File: src/rtl/audio_fx_pkg.sv
// Shared types, default widths and the RAM address helper for the effect chain.
// Contents:
//   fsm_state_e  - scheduler state encoding
//   ram_req_t    - registered request presented to smart_ram
//   compose_addr - converts a slot index, write pointer and relative offset
//                  into an absolute smart_ram address {idx, wr_ptr - offset}
package audio_fx_pkg;

  localparam int unsigned DEF_DATA_WIDTH  = 16;
  localparam int unsigned DEF_ADDR_WIDTH  = 12;
  localparam int unsigned DEF_NUM_EFFECTS = 4;
  localparam int unsigned DEF_IDX_W       = 2;
  localparam int unsigned DEF_TIMEOUT     = 1023;

  typedef enum logic [1:0] {
    ST_IDLE      = 2'd0,
    ST_GRANT     = 2'd1,
    ST_WAIT_DONE = 2'd2,
    ST_OUTPUT    = 2'd3
  } fsm_state_e;

  typedef struct packed {
    logic                                rd;
    logic                                wr;
    logic [DEF_IDX_W+DEF_ADDR_WIDTH-1:0] addr;
    logic [DEF_DATA_WIDTH-1:0]           wdata;
  } ram_req_t;

  // Each slot owns a 2^ADDR_WIDTH region; offset 0 addresses the newest sample.
  function automatic logic [DEF_IDX_W+DEF_ADDR_WIDTH-1:0] compose_addr(
    input logic [DEF_IDX_W-1:0]      idx,
    input logic [DEF_ADDR_WIDTH-1:0] wr_ptr,
    input logic [DEF_ADDR_WIDTH-1:0] offset
  );
    logic [DEF_ADDR_WIDTH-1:0] rel;
    rel = wr_ptr - offset;
    return {idx, rel};
  endfunction

endpackage

File: src/rtl/sram_port_mux.sv
// Grant-gated access to the single smart_ram port.
// Ports:
//   i_clk, i_rst         - clock, synchronous active-high reset
//   i_turn, i_idx        - one-hot grant and index of the slot holding the turn
//   i_wr_ptr             - circular delay-line write pointer
//   i_fx_sram_*          - per-slot strobes, relative offsets, write data
//   o_ram_*              - registered request to smart_ram (1 cycle latency)
//   i_ram_*_finish       - completion pulses from smart_ram
//   o_fx_*_finish        - completion pulses routed to the granted slot only
module sram_port_mux
  import audio_fx_pkg::*;
#(
  parameter int unsigned NUM_EFFECTS = DEF_NUM_EFFECTS
) (
  input  logic                                    i_clk,
  input  logic                                    i_rst,
  input  logic [NUM_EFFECTS-1:0]                  i_turn,
  input  logic [DEF_IDX_W-1:0]                    i_idx,
  input  logic [DEF_ADDR_WIDTH-1:0]               i_wr_ptr,
  input  logic [NUM_EFFECTS-1:0]                  i_fx_sram_rd,
  input  logic [NUM_EFFECTS-1:0]                  i_fx_sram_wr,
  input  logic [NUM_EFFECTS*DEF_ADDR_WIDTH-1:0]   i_fx_sram_offset,
  input  logic [NUM_EFFECTS*DEF_DATA_WIDTH-1:0]   i_fx_sram_data,
  input  logic                                    i_ram_read_finish,
  input  logic                                    i_ram_write_finish,
  output logic                                    o_ram_rd,
  output logic                                    o_ram_wr,
  output logic [DEF_IDX_W+DEF_ADDR_WIDTH-1:0]     o_ram_addr,
  output logic [DEF_DATA_WIDTH-1:0]               o_ram_wdata,
  output logic [NUM_EFFECTS-1:0]                  o_fx_read_finish,
  output logic [NUM_EFFECTS-1:0]                  o_fx_write_finish
);

  localparam int unsigned DW = DEF_DATA_WIDTH;
  localparam int unsigned AW = DEF_ADDR_WIDTH;

  logic          w_rd;
  logic          w_wr;
  logic [AW-1:0] w_offset;
  logic [DW-1:0] w_wdata;
  ram_req_t      r_req;

  // Only the slot holding the turn reaches the RAM; a read beats a write.
  assign w_rd     = i_turn[i_idx] & i_fx_sram_rd[i_idx];
  assign w_wr     = i_turn[i_idx] & i_fx_sram_wr[i_idx] & ~w_rd;
  assign w_offset = i_fx_sram_offset[i_idx*AW +: AW];
  assign w_wdata  = i_fx_sram_data[i_idx*DW +: DW];

  // Request register; address and data hold between accepted strobes.
  always_ff @(posedge i_clk) begin
    if (i_rst) begin
      r_req <= '0;
    end else begin
      r_req.rd <= w_rd;
      r_req.wr <= w_wr;
      if (w_rd | w_wr) r_req.addr <= compose_addr(i_idx, i_wr_ptr, w_offset);
      if (w_wr) r_req.wdata <= w_wdata;
    end
  end

  assign o_ram_rd    = r_req.rd;
  assign o_ram_wr    = r_req.wr;
  assign o_ram_addr  = r_req.addr;
  assign o_ram_wdata = r_req.wdata;

  // Finish demux: with no grant the turn vector is zero and the pulse is lost.
  assign o_fx_read_finish  = i_turn & {NUM_EFFECTS{i_ram_read_finish}};
  assign o_fx_write_finish = i_turn & {NUM_EFFECTS{i_ram_write_finish}};

endmodule

File: src/rtl/effect_chain_scheduler.sv
// Runs the enabled effect slots in order once per input sample, chaining each
// slot's result into the next, and owns the delay-line write pointer.
// Ports:
//   clk, rst                       - clock, synchronous active-high reset
//   sample_valid/sample_in         - new input sample
//   sample_out/sample_out_valid    - processed sample, one-cycle valid
//   fx_enable, freeze              - per-slot enables and save suppression
//   fx_cs, fx_my_turn, fx_should_save, fx_data_in - slot control broadcast
//   fx_data_out, fx_done, fx_available            - slot results/status
//   fx_sram_*, fx_*_finish, ram_*  - shared smart_ram port (see sram_port_mux)
//   overrun, timeout_err           - sticky error flags
module effect_chain_scheduler
  import audio_fx_pkg::*;
#(
  parameter int unsigned DATA_WIDTH  = DEF_DATA_WIDTH,
  parameter int unsigned ADDR_WIDTH  = DEF_ADDR_WIDTH,
  parameter int unsigned NUM_EFFECTS = DEF_NUM_EFFECTS,
  parameter int unsigned IDX_W       = DEF_IDX_W,
  parameter int unsigned TIMEOUT     = DEF_TIMEOUT
) (
  input  logic                              clk,
  input  logic                              rst,
  input  logic                              sample_valid,
  input  logic [DATA_WIDTH-1:0]             sample_in,
  output logic [DATA_WIDTH-1:0]             sample_out,
  output logic                              sample_out_valid,
  input  logic [NUM_EFFECTS-1:0]            fx_enable,
  input  logic                              freeze,
  output logic [NUM_EFFECTS-1:0]            fx_cs,
  output logic [NUM_EFFECTS-1:0]            fx_my_turn,
  output logic                              fx_should_save,
  output logic [DATA_WIDTH-1:0]             fx_data_in,
  input  logic [NUM_EFFECTS*DATA_WIDTH-1:0] fx_data_out,
  input  logic [NUM_EFFECTS-1:0]            fx_done,
  input  logic [NUM_EFFECTS-1:0]            fx_available,
  input  logic [NUM_EFFECTS-1:0]            fx_sram_rd,
  input  logic [NUM_EFFECTS-1:0]            fx_sram_wr,
  input  logic [NUM_EFFECTS*ADDR_WIDTH-1:0] fx_sram_offset,
  input  logic [NUM_EFFECTS*DATA_WIDTH-1:0] fx_sram_data,
  output logic [NUM_EFFECTS-1:0]            fx_read_finish,
  output logic [NUM_EFFECTS-1:0]            fx_write_finish,
  output logic                              ram_rd,
  output logic                              ram_wr,
  output logic [ADDR_WIDTH+IDX_W-1:0]       ram_addr,
  output logic [DATA_WIDTH-1:0]             ram_wdata,
  input  logic                              ram_read_finish,
  input  logic                              ram_write_finish,
  output logic                              overrun,
  output logic                              timeout_err
);

  localparam int unsigned TMR_W = $clog2(TIMEOUT + 1);

  fsm_state_e              r_state,   w_state_nxt;
  logic [IDX_W-1:0]        r_idx,     w_idx_nxt;
  logic [DATA_WIDTH-1:0]   r_chain,   w_chain_nxt;
  logic [NUM_EFFECTS-1:0]  r_en,      w_en_nxt;
  logic                    r_save,    w_save_nxt;
  logic [NUM_EFFECTS-1:0]  r_turn,    w_turn_nxt;
  logic [TMR_W-1:0]        r_timer,   w_timer_nxt;
  logic [DATA_WIDTH-1:0]   r_out,     w_out_nxt;
  logic                    r_out_vld, w_out_vld_nxt;
  logic [ADDR_WIDTH-1:0]   r_wr_ptr,  w_wr_ptr_nxt;
  logic                    r_overrun, w_overrun_nxt;
  logic                    r_tmo,     w_tmo_nxt;
  logic                    w_advance;
  logic                    w_timer_exp;

  assign w_timer_exp = (r_timer == TMR_W'(TIMEOUT));

  // State and datapath registers.
  always_ff @(posedge clk) begin
    if (rst) begin
      r_state   <= ST_IDLE;
      r_idx     <= '0;
      r_chain   <= '0;
      r_en      <= '0;
      r_save    <= 1'b0;
      r_turn    <= '0;
      r_timer   <= '0;
      r_out     <= '0;
      r_out_vld <= 1'b0;
      r_wr_ptr  <= '0;
      r_overrun <= 1'b0;
      r_tmo     <= 1'b0;
    end else begin
      r_state   <= w_state_nxt;
      r_idx     <= w_idx_nxt;
      r_chain   <= w_chain_nxt;
      r_en      <= w_en_nxt;
      r_save    <= w_save_nxt;
      r_turn    <= w_turn_nxt;
      r_timer   <= w_timer_nxt;
      r_out     <= w_out_nxt;
      r_out_vld <= w_out_vld_nxt;
      r_wr_ptr  <= w_wr_ptr_nxt;
      r_overrun <= w_overrun_nxt;
      r_tmo     <= w_tmo_nxt;
    end
  end

  // Next-state and next-value logic.
  always_comb begin
    w_state_nxt   = r_state;
    w_idx_nxt     = r_idx;
    w_chain_nxt   = r_chain;
    w_en_nxt      = r_en;
    w_save_nxt    = r_save;
    w_turn_nxt    = r_turn;
    w_timer_nxt   = r_timer;
    w_out_nxt     = r_out;
    w_out_vld_nxt = 1'b0;
    w_wr_ptr_nxt  = r_wr_ptr;
    w_tmo_nxt     = r_tmo;
    w_advance     = 1'b0;
    // A sample arriving while the chain is busy is dropped.
    w_overrun_nxt = r_overrun | (sample_valid & (r_state != ST_IDLE));

    case (r_state)
      ST_IDLE: begin
        if (sample_valid) begin
          w_chain_nxt = sample_in;
          w_en_nxt    = fx_enable;
          w_save_nxt  = ~freeze;
          w_idx_nxt   = '0;
          w_timer_nxt = '0;
          w_state_nxt = ST_GRANT;
        end
      end
      ST_GRANT: begin
        if (!r_en[r_idx]) begin
          w_advance = 1'b1;
        end else if (fx_available[r_idx]) begin
          w_turn_nxt  = NUM_EFFECTS'(1) << r_idx;
          w_timer_nxt = '0;
          w_state_nxt = ST_WAIT_DONE;
        end else if (w_timer_exp) begin
          w_tmo_nxt = 1'b1;
          w_advance = 1'b1;
        end else begin
          w_timer_nxt = r_timer + TMR_W'(1);
        end
      end
      ST_WAIT_DONE: begin
        if (fx_done[r_idx]) begin
          w_chain_nxt = fx_data_out[r_idx*DATA_WIDTH +: DATA_WIDTH];
          w_turn_nxt  = '0;
          w_advance   = 1'b1;
        end else if (w_timer_exp) begin
          // Bypass a hung slot: chain value passes through untouched.
          w_tmo_nxt  = 1'b1;
          w_turn_nxt = '0;
          w_advance  = 1'b1;
        end else begin
          w_timer_nxt = r_timer + TMR_W'(1);
        end
      end
      ST_OUTPUT: begin
        w_out_nxt     = r_chain;
        w_out_vld_nxt = 1'b1;
        // Two addresses per sample keep delay-line addresses even.
        w_wr_ptr_nxt  = r_wr_ptr + ADDR_WIDTH'(2);
        w_state_nxt   = ST_IDLE;
      end
      default: w_state_nxt = ST_IDLE;
    endcase

    if (w_advance) begin
      w_timer_nxt = '0;
      w_idx_nxt   = r_idx + IDX_W'(1);
      w_state_nxt = (r_idx == IDX_W'(NUM_EFFECTS - 1)) ? ST_OUTPUT : ST_GRANT;
    end
  end

  sram_port_mux #(
    .NUM_EFFECTS(NUM_EFFECTS)
  ) u_sram_port_mux (
    .i_clk              (clk),
    .i_rst              (rst),
    .i_turn             (r_turn),
    .i_idx              (r_idx),
    .i_wr_ptr           (r_wr_ptr),
    .i_fx_sram_rd       (fx_sram_rd),
    .i_fx_sram_wr       (fx_sram_wr),
    .i_fx_sram_offset   (fx_sram_offset),
    .i_fx_sram_data     (fx_sram_data),
    .i_ram_read_finish  (ram_read_finish),
    .i_ram_write_finish (ram_write_finish),
    .o_ram_rd           (ram_rd),
    .o_ram_wr           (ram_wr),
    .o_ram_addr         (ram_addr),
    .o_ram_wdata        (ram_wdata),
    .o_fx_read_finish   (fx_read_finish),
    .o_fx_write_finish  (fx_write_finish)
  );

  assign sample_out       = r_out;
  assign sample_out_valid = r_out_vld;
  assign fx_cs            = r_en;
  assign fx_my_turn       = r_turn;
  assign fx_should_save   = r_save;
  assign fx_data_in       = r_chain;
  assign overrun          = r_overrun;
  assign timeout_err      = r_tmo;

endmodule

File: config.mk
export PLATFORM = sky130hd
export DESIGN_NAME = effect_chain_scheduler
export DESIGN_NICKNAME = d
export VERILOG_FILES = /design/src/rtl/audio_fx_pkg.sv /design/src/rtl/sram_port_mux.sv /design/src/rtl/effect_chain_scheduler.sv
export SDC_FILE = /design/constraint.sdc
export NUM_CORES = 1
export LEC_CHECK = 0
export ABC_AREA = 1
export CORE_MARGIN = 2
export CORE_UTILIZATION = 42
export DETAILED_ROUTE_END_ITERATION = 10
export PLACE_DENSITY = 0.82
export REMOVE_ABC_BUFFERS = 1
export SLEW_MARGIN = 10
export SYNTH_ARGS = -nofsm -noshare
export SYNTH_HDL_FRONTEND = slang
export SYNTH_SLANG_ARGS = --single-unit
File: constraint.sdc
create_clock -name clk -period 3.35 [get_ports clk]
set_input_delay 0.67 -clock clk [delete_from_list [all_inputs] [get_ports clk]]
set_output_delay 0.67 -clock clk [all_outputs]
set_load 0.05 [all_outputs]
# Word level (Yosys, flattened, before mapping)
# Index checks and enable logic that the tools add are counted.
# word_totals
ff_bits	102
latch_bits	0
mem_bits_rw	0
mem_bits_ro	0
inputBits	218
out_inout_bits	84
wordCells	113
mem_count	0
# op_classes
add_sub_neg	4
n_mul	1
n_div	0
order_cmp	1
eq_ne	15
n_shift	4
mux	46
n_bitwise	10
n_reduce_logical	16
# op_table
operator	n
$shiftx 64x7->16	2
$mux 10	5
$shiftx 48x7->12	1
$mux 16	2
$pmux 16 s2	1
$pmux 10 s3	1
$mux 2	8
$mux 4	4
$reduce_and 4->1	4
$mux 1	15
$add 12x2->12 const B	1
$bmux 1 s2	6
$ne 2x2->1 const B	6
$ne 3x3->1 const B	4
$sub 12x12->12	1
$add 10x1->10 const B	1
$eq 10x10->1 const B	1
$reduce_bool 2->1	5
$and 4x4->4	2
$pmux 4 s2	1
$eq 2x2->1 const B	3
$pmux 2 s3	1
$and 1x1->1	4
$mul 2x2->4 const B	1
13 further kinds	17

# Longest topological paths before layout
# Gate-level depths: netlist (run 1).
# logic_depth
depth_word	7
ltp_mapped	17
mapped_depth_nobuf	14

# Hierarchy
# A second synthesis (run 1) with hierarchy kept.
# unflattened
hier_cells	1046
area_unflattened_um2	6706.4
# modules_own_cells
module	instances	cells_each	area_each_um2	seq_area_each_um2
effect_chain_scheduler	1	572	3898.7	1381.3
sram_port_mux	1	474	2807.7	640.6

# Worst setup path after synthesis (run 1)
# No wires, ideal clock.
# synth_path
path_type	register -> register
from	reg r_idx[0]
to	reg u_sram_port_mux.r_req, in the netlist u_sram_port_mux.o_ram_addr[11]
setup_ns	0.109
arrival_ns	2.365
setup_slack_ns	0.876
stages_incl_launch_ff	18
cell_sequence	dfxtp_1 inv_2 buf_2 buf_2 buf_1 nand2_1 a32o_1 ha_1 a21oi_1 o21ai_0 inv_1 nor2_1 nor2_1 nand2_1 nand2_1 nand3_1 nand2_1 inv_1
# synth_via
elab_chain_len	6
elab_cells_between_ends	14
cone_classes	1 x add/sub; 1 x mul; 1 x shift; 6 x mux; 5 x bitwise
# synth_rtl
element	line_no	rtl
from (decl)	effect_chain_scheduler.sv:55	logic [IDX_W-1:0] r_idx, w_idx_nxt;
from (signal assigned)	effect_chain_scheduler.sv:88	r_idx <= w_idx_nxt;
parallel branches: the longest is 6 deep, another holds $sub 12x12->12	--	
to (decl)	sram_port_mux.sv:41	ram_req_t r_req;
# Several ways; the timed one is not identified. The select of a mux whose other input is x is not followed.
# A chain may end at the register's enable or synchronous reset.

# Worst setup path after layout (run 1)
# layout_path
from	in ram_read_finish
to	out fx_read_finish[2]
# layout_via
elab_chain_len	1
# layout_rtl
element	line_no	rtl
from (decl)	effect_chain_scheduler.sv:46	input logic ram_read_finish,
$and 4x4->4	sram_port_mux.sv:67	assign o_fx_read_finish = i_turn & {NUM_EFFECTS{i_ram_read_finish}};
to (decl)	effect_chain_scheduler.sv:40	output logic [NUM_EFFECTS-1:0] fx_read_finish,
# No other way between the ends.

==> metrics.txt, run 1 <==
status completed; I/O Buffers 301; hold-fix buffer count after cts 0; post-DP HPWL roughly 17000 µm; Total GRT Usage 0.276; Netlist cell types 43; WHS between 400 and 500 ps; via count 7666; leakage power approximately 4 nW; RSZ-0062 raised after global routing false; crit path max fanout 4; peak supply drop between 0.0003 and 0.0004 V; Async SR Flop Fraction 0; multiplexer share of the synthesized area 0; Final ANT Viol Nets 0; fin crit period between 2000 and 3000 ps; final instance area 0.00978 mm²; CTS buffer count 9; GPL Wtd Cong 0.941; Worst-Margin Slew just over 800 ps; FF+latch count, synth 101; filler instances 1356; Synth Area in Compound Gates 0.252; mapped cell area around 0.0064 mm²; CTS tree built; Worst Path Arrival between 2000 and 2500 ps; final WL 23100 µm; placed inst area 0.00944 mm²; most frequent cell after synthesis nand2_1; # nets final between 1000 and 1500; GR Overflow Total 0; largest family of logic cells by synthesized area simple AND/OR/NAND/NOR gates; Post-Synth Simple-Gate Area 0.285; router iterations before antenna repair 5; vias in the first global route just under 7000; post-synthesis xor/xnor area fraction 0.0110; share of cells above drive strength 1 0.0481; Pwr Total about 6.4 mW; Max transition margin 0.455; number of synthesized flops with an enable pin 0; end-of-flow core utilization 0.650; area added between synthesis and finish 53.5%; share of Yosys cell area claimed by the top area cell type 0.317; die height 127 µm; H-tree levels 3; Post-synth top cells 183 x nand2_1, 150 x nor2_1, 107 x o21ai_0; Clock Path Buffers 2; PD cells ~650 mW/mm²; n_diodes 0; Die X 127 µm; initial antenna violation count 0; clk root buf clkbuf_16; Starting Density 0.424; post-synthesis sequential area ratio 0.317; drt wl/cell 16.1 µm; number of primary I/O pins 302; mean post-synth cell area 6.52 µm²; Hold WC Path Type flip-flop to flip-flop; Final setup viols 0; Gate Count Post-Synth 977; Layout Skew between 6 and 7 ps; max-cap viol count 0; CP endpoint kind output port; placed insts roughly 1400; ys flop type dfxtp_1; DRC 0; Yosys warning count 0; iteration-0 DRC count of the detailed router 537; setup bufs post-CTS 0; adder-cell share of the synthesized area 0.0444; WS Path Type input port to output port; Worst-path clk slew approximately 70 ps; Core Region 0.0150 mm²; Cell Rows 45; Die ar. 0.0162 mm²; clk_lat worst skew around 360 ps; Startpoint Class input port; Crit path required time 2680 ps; Clock Sinks slightly above 100; Final period util 0.849; first-pass GRT wire length 35600 µm; # resized after CTS 0; fin cells 1436; cell taking the most area after synthesis dfxtp_1; largest net degree at the start of global routing 64; Slew Viols, Final 0; final hold vios 0; number of vias per cell 5.34; Max Fclk 0.352 GHz; top cells by area, synth dfxtp_1 32%, nand2_1 11%, nor2_1 8.8%
-- critical path, stage by stage --
cell and delay [ps]:
clkdlybuf4s50_1 570, nand2_1 80, inv_1 60, clkdlybuf4s50_1 790
-- state kept, by name (all words and copies together), names as in the netlist --
name                         cells
fx_data_in                      16
sample_out                      16
u_sram_port_mux.o_ram_wdata     16
u_sram_port_mux.o_ram_addr      14
r_wr_ptr                        11
r_timer                         10
fx_cs                            4
fx_my_turn                       4
r_idx                            2
r_state                          2
fx_should_save                   1
overrun                          1
sample_out_valid                 1
timeout_err                      1
u_sram_port_mux.o_ram_rd         1
u_sram_port_mux.o_ram_wr         1
-- cell usage in the layout, fill, tap and decap left out, types with 5 or more instances in the layout --
master           synthesis  routed
o21ai_1                 39      39
o22ai_1                 32      32
ha_1                    21      21
nor3_1                   9       9
nand4_1                 11      11
clkbuf_16                0       9
a31oi_1                 19      19
nor2_1                 150     150
nand2_1                183     183
nand3_1                 53      53
buf_4                    4      14
inv_1                   70      69
o21ai_0                107     107
nand2_2                  5       5
a32o_1                   9       9
clkdlybuf4s50_1          0     299
dfxtp_1                101      99
a21oi_1                 64      64
xor2_1                   5       5
-- cell type report --
cell class	instances	area, µm²	area share
Multi-Input combinational cell	741	3770	0.386
Clock inverter	5	81.3	0.00832
Timing Repair Buffer	314	3120	0.319
Tap cell	188	235	0.0241
Sequential cell	101	2030	0.207
Inverter	76	287	0.0293
Clock buffer	11	253	0.0259
-- power breakdown --
| group | leakage (nW) | internal (mW) | total [mW] | switching, mW |
|---|---|---|---|---|
| clock network | 0.162 | 0.697 | 1.18 | 0.483 |
| logic | 3.11 | 1.20 | 3.55 | 2.34 |
| registers | 0.825 | 1.49 | 1.67 | 0.182 |
-- worst paths after layout --
| check | start | to | slack [ps] | cells after the start |
|---|---|---|---|---|
| setup reg to reg | r_idx[0] | u_sram_port_mux.o_ram_addr[10] | 650 | 12 |
| hold reg to reg | u_sram_port_mux.o_ram_wdata[3] | u_sram_port_mux.o_ram_wdata[3] | 440 | 2 |
| setup / recovery | ram_read_finish | fx_read_finish[2] | 510 | 4 |
| hold / removal | u_sram_port_mux.o_ram_wdata[3] | u_sram_port_mux.o_ram_wdata[3] | 440 | 2 |
-- metal layers --
| layer | wire [µm] | GRT usage | up-vias |
|---|---|---|---|
| met3 | 1350 | 0.0440 | 58 |
| met4 | 975 | 0.130 | 0 |
| li1 | - | - | 3829 |
| met1 | 9940 | 0.342 | 3494 |
| met5 | 0 | 0 | - |
| met2 | 10800 | 0.471 | 285 |
-- stage by stage --
| step | worst slack [ps] | setup TNS [ps] |
|---|---|---|
| 3_3_place_gp | 508 | 0 |
| 6_report | 507 | 0 |
| 2_1_floorplan | -1140 | -51230 |
| 5_1_grt | 413 | 0 |
| 3_5_place_dp | 498 | 0 |
| 4_1_cts | 498 | 0 |
-- kinds of logic after synthesis --
logic type      count (synthesis)
fa+ha+maj                      22
flops                         101
xor+xnor                        8
compound gates                283
simple gates                  428
buf+inv                       135
(Power assumes the default switching activity.)
==> inputs of run 2 (changes only) <==
==> constraint.sdc (replaced) <==
create_clock -name clk -period 2.8 [get_ports clk]
set_input_delay 0.56 -clock clk [delete_from_list [all_inputs] [get_ports clk]]
set_output_delay 0.56 -clock clk [all_outputs]
set_load 0.05 [all_outputs]
==> run 2 against run 1 <==
Net effect:
- wire length increased by 1.8%
- flip-flop and latch count unchanged
- power increased by 19%
- critical path depth increased by 3
- design area increased by 0.38%
- sequential power increased by 19%
- setup slack got worse by 180 ps
- register-to-register slack got worse by 320 ps
- hold slack improved by 3.3 ps
- global-route usage increased by 0.62 points
- largest cell class unchanged
- largest power group unchanged
- highest routed layer unchanged
==> metrics.txt, run 2 (synthesis gave the netlist of run 1 again) <==
Worst Setup EP u_sram_port_mux.o_ram_wdata[2]; sequential power share 0.262; Worst-Margin Slew between 600 and 700 ps; CP Launch Point r_idx[1]; Pwr Total between 7 and 8 mW; Max transition margin 0.597; die height approximately 130 µm; clk_lat worst skew 360 ps; Critical R2R Capture u_sram_port_mux.o_ram_wdata[2]; router iterations before antenna repair 6; share of cells above drive strength 1 0.0559; most frequent cells in the layout 293 x clkdlybuf4s50_1, 183 x nand2_1, 150 x nor2_1, 107 x o21ai_0, 99 x dfxtp_1; Hold WC Path Type flip-flop to flip-flop; clk root buf clkbuf_16; Clock Sinks 101; final hold vios 0; most common cell after layout, fill and taps aside clkdlybuf4s50_1; RSZ-0062 raised after global routing false; Worst-path clk slew 70 ps; Final setup viols 0; Worst Slack Setup Final 327 ps; Final period util 0.883; leakage power 4.12 nW; setup TNS 0 ps; worst reg2reg startpoint r_idx[1]; status completed; hold-fix buffer count after cts 0; CP endpoint kind flip-flop; crit path max fanout 35; largest net degree at the start of global routing 76; Clock Path Buffers 2; via count 7725; R2R depth 7; GPL Wtd Cong 0.926; WS Path Type flip-flop to flip-flop; Final ANT Viol Nets 0; R2R setup slack between 300 and 400 ps; area added between synthesis and finish 54.1%; Startpoint Class flip-flop; Core Region ~0.015 mm²; GR Overflow Total 0; Starting Density 0.424; first-pass GRT wire length 36400 µm; H-tree levels 3; drt wl/cell 16.3 µm; # resized after CTS 0; Pint 3.97 mW; fin crit period 2470 ps; initial antenna violation count 0; clock network fraction of total power 0.169; peak supply drop between 0.0007 and 0.0008 V; max-cap viol count 0; number of primary I/O pins 302; Max Fclk 0.404 GHz; CTS tree built; Setup WS pre-CTS 99.1 ps; Net Sw Frac 0.477; P_sw 3.62 mW; iteration-0 DRC count of the detailed router 568; Die X 127 µm; Worst Path Arrival 2710 ps; CTS buffer count 9; Cell Rows 45; combinational group share of total power 0.568; post-DP HPWL 17500 µm; Slew Viols, Final 0; Total GRT Usage 0.282; vias in the first global route 7024; setup bufs post-CTS 0; PD cells 774 mW/mm²; Die ar. ~0.016 mm²; filler instances 1349; Layout Skew 8.66 ps; final instance area about 0.01 mm²; final WL 23500 µm; I/O Buffers 301; n_diodes 0; Crit path required time 3040 ps; number of vias per cell about 5.4; DRC 0; # nets final 1488; placed inst area 0.00951 mm²
## run 2: worst min-delay path by stage
stage                                         startpoint                             end  slack [ps]  cells past startpoint
final                     u_sram_port_mux.o_ram_wdata[5]  u_sram_port_mux.o_ram_wdata[5]         450                      2
after global routing      u_sram_port_mux.o_ram_wdata[6]  u_sram_port_mux.o_ram_wdata[6]         460                      2
after CTS                 u_sram_port_mux.o_ram_wdata[6]  u_sram_port_mux.o_ram_wdata[6]         450                      2
after detailed placement  u_sram_port_mux.o_ram_wdata[6]  u_sram_port_mux.o_ram_wdata[6]         440                      2
after global placement    u_sram_port_mux.o_ram_wdata[2]  u_sram_port_mux.o_ram_wdata[2]         430                      2
after floorplan                             r_wr_ptr[10]                    r_wr_ptr[10]         460                      2
## run 2: layout make-up
cell class                 instances  area [µm²]  share of cell area
multi-input combinational        741        3770               0.385
timing repair buffer             319        3190               0.325
sequential                       101        2030               0.207
inverter                          76         287              0.0292
clock buffer                      10         239              0.0244
tap                              188         235              0.0240
clock inverter                     5        60.1             0.00612
## run 2: power by group through the flow
stage	combinational, mW	sequential [mW]	clock, mW
finish	4.32	1.99	1.28
global route	4.64	2.03	1.36
CTS	4.32	1.99	1.32
detailed placement	4.31	2.02	0
global placement	4.25	2.01	0
floorplan	1.66	3.08	0
## run 2: worst max-delay path: stages (launching register included)
cell and delay, ps:
dfxtp_2 350, inv_2 390, buf_4 460, o21ai_1 180, o22ai_4 230, nand3_4 350
o21ai_0 300, a21oi_1 70
## run 2: routing by layer
metal	vias to the layer above	wire, µm	track usage
met5	-	0	0
met4	0	1040	0.125
met3	68	1620	0.0699
met2	292	11000	0.472
met1	3527	9800	0.345
li1	3838	-	-
## run 2: metrics by stage
step	hold WS [ps]	util	instances
4_1_cts	447	0.653	1440
2_1_floorplan	458	-	918
3_5_place_dp	437	0.633	1425
3_3_place_gp	431	0.633	1425
5_1_grt	463	0.653	1440
6_report	446	0.653	1440
